File: config.mk
export PLATFORM = sky130hd
export DESIGN_NAME = instr_fetch_decode
export DESIGN_NICKNAME = d
export VERILOG_FILES = /design/src/rtl/instr_fetch_decode.sv
export SDC_FILE = /design/constraint.sdc
export NUM_CORES = 1
export LEC_CHECK = 0
export ABC_AREA = 1
export CORE_UTILIZATION = 55
export DETAILED_ROUTE_END_ITERATION = 10
export HOLD_SLACK_MARGIN = 0.15
export PLACE_DENSITY = 0.84
export SYNTH_ARGS = -nofsm -noshare
export SYNTH_HDL_FRONTEND = slang
export SYNTH_SLANG_ARGS = --single-unit
File: constraint.sdc
create_clock -name clk -period 4 [get_ports clk]
set_input_delay 0.6 -clock clk [delete_from_list [all_inputs] [get_ports clk]]
set_output_delay 0.6 -clock clk [all_outputs]
set_load 0.05 [all_outputs]
File: src/rtl/instr_fetch_decode.sv
// Front end of the multicycle CPU: owns the PC, fetches one word per instruction,
// decodes it and hands the command to the control FSM over a valid/ack handshake.
module instr_fetch_decode #(
    parameter logic [31:0] RESET_PC = 32'h0000_0000
) (
    input  logic        clk,
    input  logic        reset,
    output logic [31:0] imem_addr,
    output logic        imem_req,
    input  logic [31:0] imem_rdata,
    input  logic        imem_ready,
    output logic [3:0]  cmd,
    output logic [4:0]  rs,
    output logic [4:0]  rt,
    output logic [4:0]  rd,
    output logic [15:0] imm,
    output logic [25:0] target,
    output logic [31:0] pc_plus4,
    output logic        cmd_valid,
    input  logic        cmd_ack,
    input  logic [1:0]  pc_sel,
    input  logic [31:0] jr_addr,
    output logic        illegal
);

    typedef enum logic [1:0] {
        ST_FETCH  = 2'd0,
        ST_DECODE = 2'd1,
        ST_ISSUE  = 2'd2
    } state_t;

    localparam logic [3:0] CMD_ILLEGAL = 4'd15;

    state_t      r_state;
    state_t      w_state_next;
    logic [31:0] r_pc;
    logic [31:0] w_pc_next;
    logic [31:0] r_ir;
    logic [3:0]  r_cmd;
    logic [4:0]  r_rs;
    logic [4:0]  r_rt;
    logic [4:0]  r_rd;
    logic [15:0] r_imm;
    logic [25:0] r_target;
    logic [31:0] r_pc_plus4;
    logic        r_illegal;
    logic [3:0]  w_dec_cmd;
    logic [31:0] w_br_offset;
    logic [31:0] w_jr_word;

    // Command decode from opcode and funct of the held instruction word.
    always_comb begin
        w_dec_cmd = CMD_ILLEGAL;
        case (r_ir[31:26])
            6'h23: w_dec_cmd = 4'd0;
            6'h2B: w_dec_cmd = 4'd1;
            6'h02: w_dec_cmd = 4'd2;
            6'h03: w_dec_cmd = 4'd4;
            6'h05: w_dec_cmd = 4'd5;
            6'h0E: w_dec_cmd = 4'd6;
            6'h08: w_dec_cmd = 4'd8;
            6'h00: begin
                case (r_ir[5:0])
                    6'h08:   w_dec_cmd = 4'd3;
                    6'h20:   w_dec_cmd = 4'd7;
                    6'h22:   w_dec_cmd = 4'd9;
                    6'h2A:   w_dec_cmd = 4'd10;
                    default: w_dec_cmd = CMD_ILLEGAL;
                endcase
            end
            default: w_dec_cmd = CMD_ILLEGAL;
        endcase
    end

    assign w_br_offset = {{14{r_imm[15]}}, r_imm, 2'b00};
    assign w_jr_word   = jr_addr & 32'hFFFF_FFFC;

    // Next-state and PC selection; ack/pc_sel only matter while issuing.
    always_comb begin
        w_state_next = r_state;
        w_pc_next    = r_pc;
        case (r_state)
            ST_FETCH: begin
                if (imem_ready) begin
                    w_state_next = ST_DECODE;
                end
            end
            ST_DECODE: begin
                w_state_next = ST_ISSUE;
            end
            ST_ISSUE: begin
                if (cmd_ack) begin
                    w_state_next = ST_FETCH;
                    case (pc_sel)
                        2'b00:   w_pc_next = r_pc_plus4;
                        2'b01:   w_pc_next = {r_pc_plus4[31:28], r_target, 2'b00};
                        2'b10:   w_pc_next = w_jr_word;
                        default: w_pc_next = r_pc_plus4 + w_br_offset;
                    endcase
                end
            end
            default: begin
                w_state_next = ST_FETCH;
                w_pc_next    = RESET_PC;
            end
        endcase
    end

    always_ff @(posedge clk) begin
        if (reset) begin
            r_state    <= ST_FETCH;
            r_pc       <= RESET_PC;
            r_ir       <= 32'd0;
            r_cmd      <= 4'd0;
            r_rs       <= 5'd0;
            r_rt       <= 5'd0;
            r_rd       <= 5'd0;
            r_imm      <= 16'd0;
            r_target   <= 26'd0;
            r_pc_plus4 <= RESET_PC + 32'd4;
            r_illegal  <= 1'b0;
        end else begin
            r_state <= w_state_next;
            r_pc    <= w_pc_next;
            if (r_state == ST_FETCH && imem_ready) begin
                r_ir <= imem_rdata;
            end
            if (r_state == ST_DECODE) begin
                r_cmd      <= w_dec_cmd;
                r_rs       <= r_ir[25:21];
                r_rt       <= r_ir[20:16];
                r_rd       <= r_ir[15:11];
                r_imm      <= r_ir[15:0];
                r_target   <= r_ir[25:0];
                r_pc_plus4 <= r_pc + 32'd4;
                if (w_dec_cmd == CMD_ILLEGAL) begin
                    r_illegal <= 1'b1;
                end
            end
        end
    end

    // Request is gated by reset so it reads low while reset is held.
    assign imem_req  = (r_state == ST_FETCH) && !reset;
    assign imem_addr = r_pc;
    assign cmd_valid = (r_state == ST_ISSUE);
    assign cmd       = r_cmd;
    assign rs        = r_rs;
    assign rt        = r_rt;
    assign rd        = r_rd;
    assign imm       = r_imm;
    assign target    = r_target;
    assign pc_plus4  = r_pc_plus4;
    assign illegal   = r_illegal;

endmodule
==> run metrics <==
Yosys cell types 47; routed vias 9,302; initial antenna violation count 1; clock transition at the registers of the reported paths 0.06 ns; PortBufs 195; H-tree levels 4; P per Cell Area 375.6 mW/mm2; cell area after synthesis 0.008441 mm2; CTS tree done; largest net degree at the start of global routing 76; RSZ-0062 raised after global routing no; Global Route met3 Usage 0.07732; worst path required time 3.40 ns; Period minus WS final 2.817 ns; Yosys reg bits 129; Slowest-stage cell, CP clkdlybuf4s50_1; final instance area 0.01089 mm2; first-pass GRT wire length 44.36 mm; Clock Skew 0.008158 ns; die span in x 125.9 um; most frequent cells in the layout nand2_1 (288), clkdlybuf4s50_1 (194), inv_1 (169); Setup Fix Bufs, Post-CTS 0; GRT overflow 0; Placed Area 0.01026 mm2; 1st-iter DRT viols 885; DP Wirelength 21.55 mm; Post-synth EDFFs 0; die area 0.01585 mm2; Top FF cell, synth dfxtp_1; leading cell type in the layout, fill and taps excluded nand2_1; hold-fix buffers at CTS 0; cells along the critical path clkdlybuf4s50_1; Syn. warnings 0; Worst-Margin Slew 0.8217 ns; Max Clk Rate 0.3550 GHz; sequential area share after synthesis 0.3060; WS Path Type register to output pin; DRT Pass-1 Iters 6; Min Hold Slack 0.4558 ns; Worst path top cell family by delay buffers and inverters; Initial Util 0.5721; crit end category output pin; Net Sw Frac 0.3238; met1 global-route usage 0.4900; Max Cap Viol 0; worst min path class register to register; Final Hold Fails 0; Startpoint Class register; clk buf depth 2; Async SR Flop Fraction 0; Placeable Area 0.01475 mm2; final max-slew violation count 0; Die H 125.9 um; IO Count 198; Flop pwr share 0.360; NetSw 1.325 mW; placer congestion estimate 0.9705; Final Util 0.7383; clock network fraction of design power 0.403; residual DRC count 0; LEAKAGE 4.706 nW; via/cell ratio 5.570; relative slew slack 0.4515; synthesized instance count 1,327; Syn Area/Cell 6.361 um2; total CTS buffers 17; status complete, no violations; Buf/Inv on CP 1; global-route met2 utilization 0.5736; Total GRT Usage 0.3609; Tcrit/Tclk final 0.7041; Int Pwr 2.766 mW; combinational power share 0.237; P&R area growth vs syn 29.05%; Routed WL 28.46 mm; CTS-repair resized insts 0; final setup fails 0; setup TNS 0 ns; busiest layer in global routing met2; Max stage delay on crit path 0.95 ns; WP data arrival 2.22 ns; Clock Sinks 129; post-route ant nets 0; Final nets 1,573; crit-path max FO 19; vias in the first global route 8,400; Mapped Nets 1,428; Clock Latency Late Sink 0.42 ns; IR drop worst, VDD 367.9 uV; Std-Cell Rows 44; layout cells sized above 1 0.05118; routed len/inst 17.04 um; CTS Root Cell clkbuf_16
cell usage after synthesis (2+ instances only):
library cell  count  area share
buf_4            32       0.028
and2_1            3      0.0022
clkbuf_1         35       0.016
nor4_1            2      0.0015
clkinv_1          3      0.0013
dfxtp_1         129        0.31
a221oi_1          2      0.0021
buf_1             4      0.0018
and3_1            2      0.0015
nand2_2           5      0.0037
inv_2             5      0.0022
o21ai_1           5      0.0030
o21ai_0         126       0.075
nor2_1          161       0.072
o221ai_1          5      0.0052
nor3_1           20       0.012
nand4_1          11      0.0082
ha_1             30       0.044
nand2_1         289        0.13
nor2_2            5      0.0037
nor2_4            8       0.011
xor2_1           16       0.017
nor3b_1           2      0.0018
a21oi_1         107       0.063
or2_2             4      0.0030
o21bai_1         10      0.0089
o2111ai_1         2      0.0021
nor3_2            2      0.0024
nand3_1          79       0.047
buf_2             7      0.0042
xnor2_1           8      0.0083
inv_1           169       0.075
o211ai_1         25       0.022
cell families (layout without fill, tap and decap cells):
| family | count (synthesis) | after routing | share of synthesized area |
|---|---|---|---|
| simple gates | 599 | 599 | 0.3049 |
| compound gates | 287 | 287 | 0.1865 |
| buf+inv | 257 | 415 | 0.1309 |
| flops | 129 | 129 | 0.3060 |
| fa+ha+maj | 31 | 31 | 0.04684 |
| xor+xnor | 24 | 24 | 0.02490 |
| other cells | 0 | 1 | 0 |
layout make-up:
class / instances / area [um2]
flip-flops and latches: 129 / 2582
clock buffers: 20 / 446.7
fillers: 1199 / 3861
well taps: 184 / 230.2
repair buffers: 206 / 2029
diodes: 1 / 2.502
clock inverters: 12 / 181.4
multi-input cells: 941 / 4756
inverters: 177 / 664.4
final timing paths:
check        startpoint            end  slack [ns]  depth (start not counted)
max          target[15]        imm[15]        1.18                          1
min             illegal        illegal        0.46                          2
max reg2reg      imm[0]  imem_addr[26]        1.34                         13
min reg2reg     illegal        illegal        0.46                          2
power groups by stage:
stage | Sequential (mW) | Combinational, mW | Clock, mW
final | 1.47 | 0.970 | 1.65
after global routing | 1.48 | 1.04 | 1.71
after CTS | 1.47 | 0.962 | 1.65
after detailed placement | 1.49 | 0.954 | 0
after global placement | 1.49 | 0.943 | 0
after floorplan | 1.63 | 0.494 | 0
sequential cells by signal (all words and copies together), names as in the netlist:
signal / count
r_state: 2
illegal: 1
imm: 11
rd: 4
rt: 4
target: 2
imem_addr: 32
r_ir: 32
pc_plus4: 32
rs: 5
cmd: 4
metal layers:
metal | share of wire | routed length (um)
met1 | 0.43 | 12230
met4 | 0.022 | 634
met5 | 0 | 0
met3 | 0.098 | 2803
met2 | 0.45 | 12790
worst min-delay path, delay by kind of cell (launching register included):
kind                   cells  cell delay (ns)
DFF                        1             0.31
AOI/OAI and AO/OA          1             0.05
buffers and inverters      1             0.05
metrics by stage:
step | power [mW] | worst slack (ns) | cells
after CTS | 4.082 | 1.189 | 1669
after global routing | 4.235 | 1.094 | 1670
after floorplan | 2.127 | 1.562 | 1327
final | 4.091 | 1.183 | 1670
after global placement | 2.432 | 1.152 | 1637
after detailed placement | 2.447 | 1.165 | 1637
No activity file was read; power rests on OpenSTA's default activity.
